==> config.mk <==
export PLATFORM = sky130hd
export DESIGN_NAME = wb_stage_flat
export DESIGN_NICKNAME = d
export VERILOG_FILES = /design/src/rtl/wb_stage_if.sv /design/src/rtl/wb_stage.sv /design/src/flat_wrapper.sv
export SDC_FILE = /design/constraint.sdc
export NUM_CORES = 1
export LEC_CHECK = 0
export ABC_CLOCK_PERIOD_IN_PS = 1600
export CAP_MARGIN = 20
export CORE_ASPECT_RATIO = 1.75
export CORE_MARGIN = 1
export CORE_UTILIZATION = 41
export CTS_CLUSTER_DIAMETER = 60
export DETAILED_ROUTE_END_ITERATION = 12
export PLACE_DENSITY = 0.83
export SLEW_MARGIN = 5
export SYNTH_ARGS = -nofsm -noshare
export SYNTH_HDL_FRONTEND = slang
export SYNTH_SLANG_ARGS = --single-unit
==> constraint.sdc <==
create_clock -name clk -period 1.6 [get_ports clk]
set_clock_uncertainty 0.1 [all_clocks]
set_input_delay 0.4 -clock clk [delete_from_list [all_inputs] [get_ports clk]]
set_output_delay 0.4 -clock clk [all_outputs]
set_load 0.03 [all_outputs]
==> src/rtl/wb_stage_if.sv <==
// MEM-to-writeback handshake plus register-file write port and hazard-unit view.
// slave = wb_stage side, master = the MEM stage / register file / hazard unit side.
interface wb_stage_if #(
  parameter int DATA_W = 32,
  parameter int REG_AW = 4
);
  logic              mem_valid;
  logic              mem_ready;
  logic              mem_wb_en;
  logic              mem_r_en;
  logic [REG_AW-1:0] mem_dest;
  logic [DATA_W-1:0] mem_alu_res;
  logic              ld_data_valid;
  logic [DATA_W-1:0] ld_data;
  logic [REG_AW-1:0] Dest_wb;
  logic [DATA_W-1:0] Result_WB;
  logic              writeBackEn;
  logic              pc_wr;
  logic              pend_valid;
  logic [REG_AW-1:0] pend_dest;
  logic              ld_err;

  modport slave (
    input  mem_valid, mem_wb_en, mem_r_en, mem_dest, mem_alu_res, ld_data_valid, ld_data,
    output mem_ready, Dest_wb, Result_WB, writeBackEn, pc_wr, pend_valid, pend_dest, ld_err
  );

  modport master (
    output mem_valid, mem_wb_en, mem_r_en, mem_dest, mem_alu_res, ld_data_valid, ld_data,
    input  mem_ready, Dest_wb, Result_WB, writeBackEn, pc_wr, pend_valid, pend_dest, ld_err
  );
endinterface

==> src/rtl/wb_stage.sv <==
// Write-back stage: selects ALU result or load data, waits on late loads with a
// two-state FSM and bounded timeout, and drives a registered register-file write port.
module wb_stage #(
  parameter int DATA_W     = 32,
  parameter int REG_AW     = 4,
  parameter int LD_TIMEOUT = 255
) (
  input  logic       clk,
  input  logic       rst,
  wb_stage_if.slave  bus
);
  localparam int CNT_W = $clog2(LD_TIMEOUT + 1);
  localparam logic [REG_AW-1:0] PC_IDX   = {REG_AW{1'b1}};
  localparam logic [CNT_W-1:0]  CNT_LAST = CNT_W'(LD_TIMEOUT - 1);

  typedef enum logic {IDLE, WAIT_LD} state_t;

  state_t            state_q;
  logic [CNT_W-1:0]  cnt_q;
  logic [REG_AW-1:0] dest_q;
  logic [DATA_W-1:0] result_q;
  logic              wb_en_q;
  logic              pc_wr_q;
  logic              pend_valid_q;
  logic [REG_AW-1:0] pend_dest_q;
  logic              ld_err_q;

  always_ff @(posedge clk or negedge rst) begin
    if (!rst) begin
      state_q      <= IDLE;
      cnt_q        <= '0;
      dest_q       <= '0;
      result_q     <= '0;
      wb_en_q      <= 1'b0;
      pc_wr_q      <= 1'b0;
      pend_valid_q <= 1'b0;
      pend_dest_q  <= '0;
      ld_err_q     <= 1'b0;
    end else begin
      // Strobes are single-cycle unless re-armed below.
      wb_en_q  <= 1'b0;
      pc_wr_q  <= 1'b0;
      ld_err_q <= 1'b0;
      case (state_q)
        IDLE: begin
          if (bus.mem_valid && bus.mem_wb_en) begin
            if (!bus.mem_r_en || bus.ld_data_valid) begin
              dest_q   <= bus.mem_dest;
              result_q <= bus.mem_r_en ? bus.ld_data : bus.mem_alu_res;
              wb_en_q  <= 1'b1;
              pc_wr_q  <= (bus.mem_dest == PC_IDX);
            end else begin
              pend_dest_q  <= bus.mem_dest;
              pend_valid_q <= 1'b1;
              cnt_q        <= '0;
              state_q      <= WAIT_LD;
            end
          end
        end
        WAIT_LD: begin
          // Data arriving on the last allowed cycle still beats the timeout.
          if (bus.ld_data_valid) begin
            dest_q       <= pend_dest_q;
            result_q     <= bus.ld_data;
            wb_en_q      <= 1'b1;
            pc_wr_q      <= (pend_dest_q == PC_IDX);
            pend_valid_q <= 1'b0;
            state_q      <= IDLE;
          end else if (cnt_q == CNT_LAST) begin
            ld_err_q     <= 1'b1;
            pend_valid_q <= 1'b0;
            state_q      <= IDLE;
          end else begin
            cnt_q <= cnt_q + 1'b1;
          end
        end
        default: state_q <= IDLE;
      endcase
    end
  end

  assign bus.mem_ready   = (state_q == IDLE);
  assign bus.Dest_wb     = dest_q;
  assign bus.Result_WB   = result_q;
  assign bus.writeBackEn = wb_en_q;
  assign bus.pc_wr       = pc_wr_q;
  assign bus.pend_valid  = pend_valid_q;
  assign bus.pend_dest   = pend_dest_q;
  assign bus.ld_err      = ld_err_q;
endmodule

==> src/flat_wrapper.sv <==
// flat-port wrapper written by rule: the top's interface ports become plain ports
module wb_stage_flat 
#(
  parameter int DATA_W     = 32,
  parameter int REG_AW     = 4,
  parameter int LD_TIMEOUT = 255
)
  (clk, rst, bus_mem_valid, bus_mem_wb_en, bus_mem_r_en, bus_mem_dest, bus_mem_alu_res, bus_ld_data_valid, bus_ld_data, bus_mem_ready, bus_Dest_wb, bus_Result_WB, bus_writeBackEn, bus_pc_wr, bus_pend_valid, bus_pend_dest, bus_ld_err);
  wb_stage_if #(.DATA_W(DATA_W), .REG_AW(REG_AW)) bus_i ();
  input  logic clk;
  input  logic rst;
  input wire logic [$bits(bus_i.mem_valid)-1:0] bus_mem_valid;
  input wire logic [$bits(bus_i.mem_wb_en)-1:0] bus_mem_wb_en;
  input wire logic [$bits(bus_i.mem_r_en)-1:0] bus_mem_r_en;
  input wire logic [$bits(bus_i.mem_dest)-1:0] bus_mem_dest;
  input wire logic [$bits(bus_i.mem_alu_res)-1:0] bus_mem_alu_res;
  input wire logic [$bits(bus_i.ld_data_valid)-1:0] bus_ld_data_valid;
  input wire logic [$bits(bus_i.ld_data)-1:0] bus_ld_data;
  output wire logic [$bits(bus_i.mem_ready)-1:0] bus_mem_ready;
  output wire logic [$bits(bus_i.Dest_wb)-1:0] bus_Dest_wb;
  output wire logic [$bits(bus_i.Result_WB)-1:0] bus_Result_WB;
  output wire logic [$bits(bus_i.writeBackEn)-1:0] bus_writeBackEn;
  output wire logic [$bits(bus_i.pc_wr)-1:0] bus_pc_wr;
  output wire logic [$bits(bus_i.pend_valid)-1:0] bus_pend_valid;
  output wire logic [$bits(bus_i.pend_dest)-1:0] bus_pend_dest;
  output wire logic [$bits(bus_i.ld_err)-1:0] bus_ld_err;
  assign bus_i.mem_valid = bus_mem_valid;
  assign bus_i.mem_wb_en = bus_mem_wb_en;
  assign bus_i.mem_r_en = bus_mem_r_en;
  assign bus_i.mem_dest = bus_mem_dest;
  assign bus_i.mem_alu_res = bus_mem_alu_res;
  assign bus_i.ld_data_valid = bus_ld_data_valid;
  assign bus_i.ld_data = bus_ld_data;
  assign bus_mem_ready = bus_i.mem_ready;
  assign bus_Dest_wb = bus_i.Dest_wb;
  assign bus_Result_WB = bus_i.Result_WB;
  assign bus_writeBackEn = bus_i.writeBackEn;
  assign bus_pc_wr = bus_i.pc_wr;
  assign bus_pend_valid = bus_i.pend_valid;
  assign bus_pend_dest = bus_i.pend_dest;
  assign bus_ld_err = bus_i.ld_err;
  wb_stage #(.DATA_W(DATA_W), .REG_AW(REG_AW), .LD_TIMEOUT(LD_TIMEOUT)) u_core (.clk(clk), .rst(rst), .bus(bus_i));
endmodule
* Word level (Yosys, flattened, before mapping)
Index checks and enable logic that the tools add are counted.
** Storage, ports and cells
- Register bits after elaboration :: 53
- Output and inout port bits :: 45
** Cells by class
- Add/subtract/negate cells :: 1
- Reductions and logical operators :: 7
- Mux-type cells :: 35
- Equal/unequal tests :: 10
- Bitwise logic cells :: 2
** Operator list (number)
- $mux W32 :: 4
- $pmux W32 S2 :: 1
- $mux W8 :: 4
- $mux W1 :: 17
- $pmux W8 S2 :: 1
- $mux W4 :: 3
- $reduce_and A3 Y1 :: 3
- $add A8 B1 Y8 const B :: 1
- $eq A4 B4 Y1 const B :: 2
- $eq A8 B8 Y1 const B :: 1
- $ne A2 B2 Y1 const B :: 4
- $pmux W1 S2 :: 4
- $pmux W4 S2 :: 1
- $ne A2 B1 Y1 const B :: 2
- $reduce_and A4 Y1 :: 1
- $ne A3 B3 Y1 const B :: 1
- $not A1 Y1 :: 2
- $logic_and A1 B1 Y1 :: 1
- $logic_not A1 Y1 :: 1
- $logic_or A1 B1 Y1 :: 1

* Longest topological paths before layout
- Word-level depth :: 5
- Mapped depth :: 6
- Depth with buffers taken out :: 6

* Least setup slack after synthesis
Ideal clock, no wire load.
- Kind :: register -> register
- Start point :: register u_core.state_q
- End point :: register u_core.dest_q[0] (netlist: u_core.bus.Dest_wb[0])
- Path slack :: 0.113 ns
- Clock period less this slack :: 1.487 ns
- Path buffers :: 1
- Library setup time :: 0.135 ns
- Stages on the path, launching flop included :: 5
- Data required time :: 1.365 ns
- Arrival time :: 1.252 ns
- Cells stage by stage :: dfrtp_1 > and3b_1 > a22oi_2 > clkbuf_1 > o21ai_0
** Between the ends
- Cells in the longest elaborated chain, start to end :: 3
- Elaborated cells between the ends (all ways) :: 6
- Those cells by class :: 3 x eq/ne; 1 x mux; 1 x bitwise; 1 x reduce/logical
** Ends and longest elaborated chain
- from (decl) :: line wb_stage.sv:18 : state_t state_q;
- from (signal assigned) :: line wb_stage.sv:30 : state_q <= IDLE;
- from (signal assigned) :: line wb_stage.sv:56 : state_q <= WAIT_LD;
- from (signal assigned) :: line wb_stage.sv:68 : state_q <= IDLE;
- $not A1 Y1 (no source line)
- $ne A2 B1 Y1 (no source line)
- $reduce_and A3 Y1 (no source line)
- to (signal assigned) :: line wb_stage.sv:48 : dest_q <= bus.mem_dest;
- to (signal assigned) :: line wb_stage.sv:63 : dest_q <= pend_dest_q;
- to (decl) :: line wb_stage.sv:20 : logic [REG_AW-1:0] dest_q;
Several ways; a longest one is shown, not always the timed one.
A chain may end at the register's enable or synchronous reset.

* Worst setup path after layout
- Start point :: register u_core.result_q[26] (netlist: u_core.bus.Result_WB[26])
- End point :: output bus_Result_WB[26]
** RTL lines
- from (decl) :: line wb_stage.sv:21 : logic [DATA_W-1:0] result_q;
- from (signal assigned) :: line wb_stage.sv:49 : result_q <= bus.mem_r_en ? bus.ld_data : bus.mem_alu_res;
- from (signal assigned) :: line wb_stage.sv:64 : result_q <= bus.ld_data;
- to (decl) :: line flat_wrapper.sv:21 : output wire logic [$bits(bus_i.Result_WB)-1:0] bus_Result_WB;
No word-level cell between the ends.

==> results.txt <==
The final period demand of the worst path is between 1.5 and 2 ns. The share of the synthesized area in the top cell type came out at 0.542. In this run the tightest slew margin relative to its limit is 0.783. Clock tree synthesis inserted a total of 5 buffers.

The area of the core region came out at 5680 um^2. Global routing finished with a remaining overflow of 0. The number of vias after detailed routing is between 2000 and 2500. The achievable clock frequency came out at 628 MHz. The share of the Yosys chip area taken by registers is 0.542. The number of endpoints with negative hold slack in the final report is 0. The final routed wirelength across all metal layers is 7380 um. Measured on the finished design, the core utilization comes to 0.722. The site row count is 36. The number of nets in the layout came out at 464.

The share of the clock period used by the worst path after layout is 0.995. The total die area is 6290 um^2. Prior to clock tree synthesis, the placed netlist has a worst setup slack of -0.378 ns.

dfrtp_1 takes more of the synthesized area than any other cell. TritonCTS built the clock tree. The total negative slack is 0 ns.

The signal on the critical path passes through dlygate4sd2_1. The die is ~60 um wide. Dividing total power by cell area gives a power density of 1000 nW/um^2. The final RePlAce weighted congestion came out at 0.781. The initial antenna violation count came out at 0. The number of top-level pins is roughly 120. The tree is rooted in a clkbuf_8. The count of antenna diodes in the layout is 0. The pin count of the biggest net entering global routing is 54. The slowest stage of the critical path is the dlygate4sd2_1 cell. The deepest level of the CTS H-tree came out at 2. Hold is met by 0.385 ns.

In the final layout, the share of cells above drive strength 1 is 0.142. The number of clock sinks seen by CTS is 53. The family with the most delay on the worst path is buffers and inverters. The first-pass detailed-route iteration total is 4. The post-synth net total came out at between 300 and 400. Compared with the post-synthesis result, the final layout area differs by 67.6%. The post-detailed-route DRC marker count is 0.

The fill cell instance count of the final layout came out at 430. In the synthesized netlist, the number of instances is around 240. The synthesized netlist contains 32 unique library cells. STA puts the critical path data arrival time at 1.09 ns. At the worst endpoint, the required time is 1.10 ns. The die outline height came out at 104 um. The tool flagged a number of max-cap violations equal to 0.

The initial detailed-routing violation count is 94. The number of nets with antenna violations after detailed routing is 0. The count of state elements after synthesis came out at 53. The type of the worst min-delay path is flip-flop to flip-flop. The share of flip-flops with an asynchronous set or reset after synthesis came out at 1.00. In this run the mean area of a mapped cell was slightly above 10 um^2. The maximum root-to-sink buffer count came out at 2. The category of the most critical setup path is flip-flop to output pin. The wire length of the first global-routing pass came out at 11000 um. The quantity of I/O buffers inserted on ports is 118. The clock transition at the registers of the reported paths came out at 0.09 ns. The detail-routed via count per cell came out at between 5 and 6. Counting flops with a built-in enable in the synthesized netlist gives 0.

By area the synthesized netlist is led by dfrtp_1 (54%), mux2i_1 (15%), nand2_1 (8.3%), o21ai_0 (6.3%), nand3_1 (2.0%). The flow ran to the end, and the final reports show no timing, DRC or antenna violations. The leakage power summed over all cells came out at 1.93 nW.

The slew at the pin closest to its max-slew limit is 0.327 ns. The final count of negative-setup-slack endpoints is 0. The number of global-route vias before repair came to 2478. For this run, the leading register cell type out of synthesis is dfrtp_1. The final number of max-transition violations was 0.

The synthesized netlist occupies a cell area of 2440 um^2. The total of warnings raised by yosys came out at 0. For the worst-skew pair, the clock arrives at the later sink with an insertion delay of 0.31 ns. The worst-case IR drop observed on VDD is ~870 uV. The largest driver fanout on the critical path is 2. The sum of net half-perimeters after detailed placement came out at 5060 um. The starting density of the core is 0.431. The average wire length per cell after detail routing is roughly 16 um. The delay of the slowest cell on the worst path came out at 0.42 ns. The number of buffers and inverters on the critical path is 1. The type of element launching the critical path is a flip-flop. For this run, the total global-route usage over all layers was measured as 0.233.

STA classifies the critical path endpoint as an output pin. The final worst slack came out at a little under 0.008 ns.
sequential cells by signal (all words and copies together), names as in the netlist:
register / flops
u_core.bus.Result_WB: 32
u_core.cnt_q: 8
u_core.bus.Dest_wb: 4
u_core.bus.pend_dest: 4
u_core.bus.ld_err: 1
u_core.bus.pc_wr: 1
u_core.bus.pend_valid: 1
u_core.bus.writeBackEn: 1
u_core.state_q: 1
path summary, 6_finish.rpt:
path                                                       from                              endpoint  slack, ns  depth (start not counted)
setup / recovery           u_core.bus.Result_WB[26]$_DFFE_PN0P_                     bus_Result_WB[26]      0.008                          1
setup reg to reg                       u_core.state_q$_DFF_PN0_  u_core.bus.Result_WB[25]$_DFFE_PN0P_       0.06                          7
hold / removal             u_core.bus.Result_WB[13]$_DFFE_PN0P_  u_core.bus.Result_WB[13]$_DFFE_PN0P_       0.38                          2
min in group asynchronous                                   rst   u_core.bus.pend_dest[1]$_DFFE_PN0P_       0.51                          3
max in group asynchronous                                   rst              u_core.state_q$_DFF_PN0_       0.63                          3
hold reg to reg            u_core.bus.Result_WB[13]$_DFFE_PN0P_  u_core.bus.Result_WB[13]$_DFFE_PN0P_       0.38                          2
what timing repair did:
action | CTS | global route
endpoints found under the hold margin | 53 | 0
buffers inserted | 2 | 2
endpoints found under the setup margin | 75 | 58
gates resized for setup | 51 | 32
gates cloned | 1 | 2
hold buffers | 1 | 0
pin swaps | 0 | 1
Yosys cell counts (2+ instances only):
| cell type | number |
|---|---|
| ha_1 | 2 |
| nand2b_1 | 3 |
| inv_1 | 5 |
| nand3_1 | 10 |
| nor2_1 | 4 |
| o21ai_0 | 31 |
| a31oi_1 | 2 |
| o21ai_1 | 7 |
| mux2i_1 | 36 |
| nand4_1 | 3 |
| dfrtp_1 | 53 |
| nand2_1 | 54 |
| buf_2 | 7 |
| o2bb2ai_1 | 2 |
| nor3_1 | 4 |
| clkbuf_1 | 4 |
area by class of cell:
class,count,area [um^2],share of cell area
clock inverter,1,7.51,0.00183
tap,76,95.1,0.0232
timing repair buffer,150,1500,0.367
inverter,5,18.8,0.00458
clock buffer,6,82.6,0.0202
sequential,53,1330,0.324
multi-input combinational,173,1060,0.259
metrics by stage:
step           instance area, um^2  std cells  total power (W)
2_1_floorplan                 2440        243          0.00258
3_3_place_gp                  3900        449          0.00340
3_5_place_dp                  3900        449          0.00345
4_1_cts                       4020        460          0.00409
5_1_grt                       4100        464          0.00432
6_report                      4100        464          0.00411
layer usage:
layer	vias up	GRT usage	wire, um
li1	1133	-	-
met1	1167	0.249	2640
met2	110	0.419	4060
met3	20	0.0386	459
met4	0	0.110	223
met5	-	0	0
placed cells by master (no fill, tap or decap), drive strengths merged, types with 2 or more instances in the layout:
master         synthesis  layout
clkdlybuf4s50          0      70
nand2                 54      54
dfrtp                 53      53
o21ai                 38      38
mux2i                 36      36
buf                    8      34
clkdlybuf4s15          0      22
dlygate4sd2            0      14
clkbuf                 4      13
nand3                 10      10
inv                    5       5
nor3                   4       4
nor2                   4       4
nand4                  3       3
nand2b                 3       3
o2bb2ai                2       2
a31oi                  2       2
ha                     2       2
dlymetal6s2s           0       2
cells by family after synthesis:
| group | Yosys count | share of synthesized area |
|---|---|---|
| simple gates | 83 | 0.147 |
| flops | 53 | 0.542 |
| compound gates | 52 | 0.123 |
| mux | 36 | 0.147 |
| buf+inv | 17 | 0.0297 |
| fa+ha+maj | 2 | 0.0102 |
power by group:
part | internal, W | leakage [nW] | switching [W]
registers | 0.00160 | 0.668 | 0.000171
logic | 0.000680 | 1.22 | 0.000899
clock network | 0.000343 | 0.0433 | 0.000420
(Power assumes the default switching activity.)
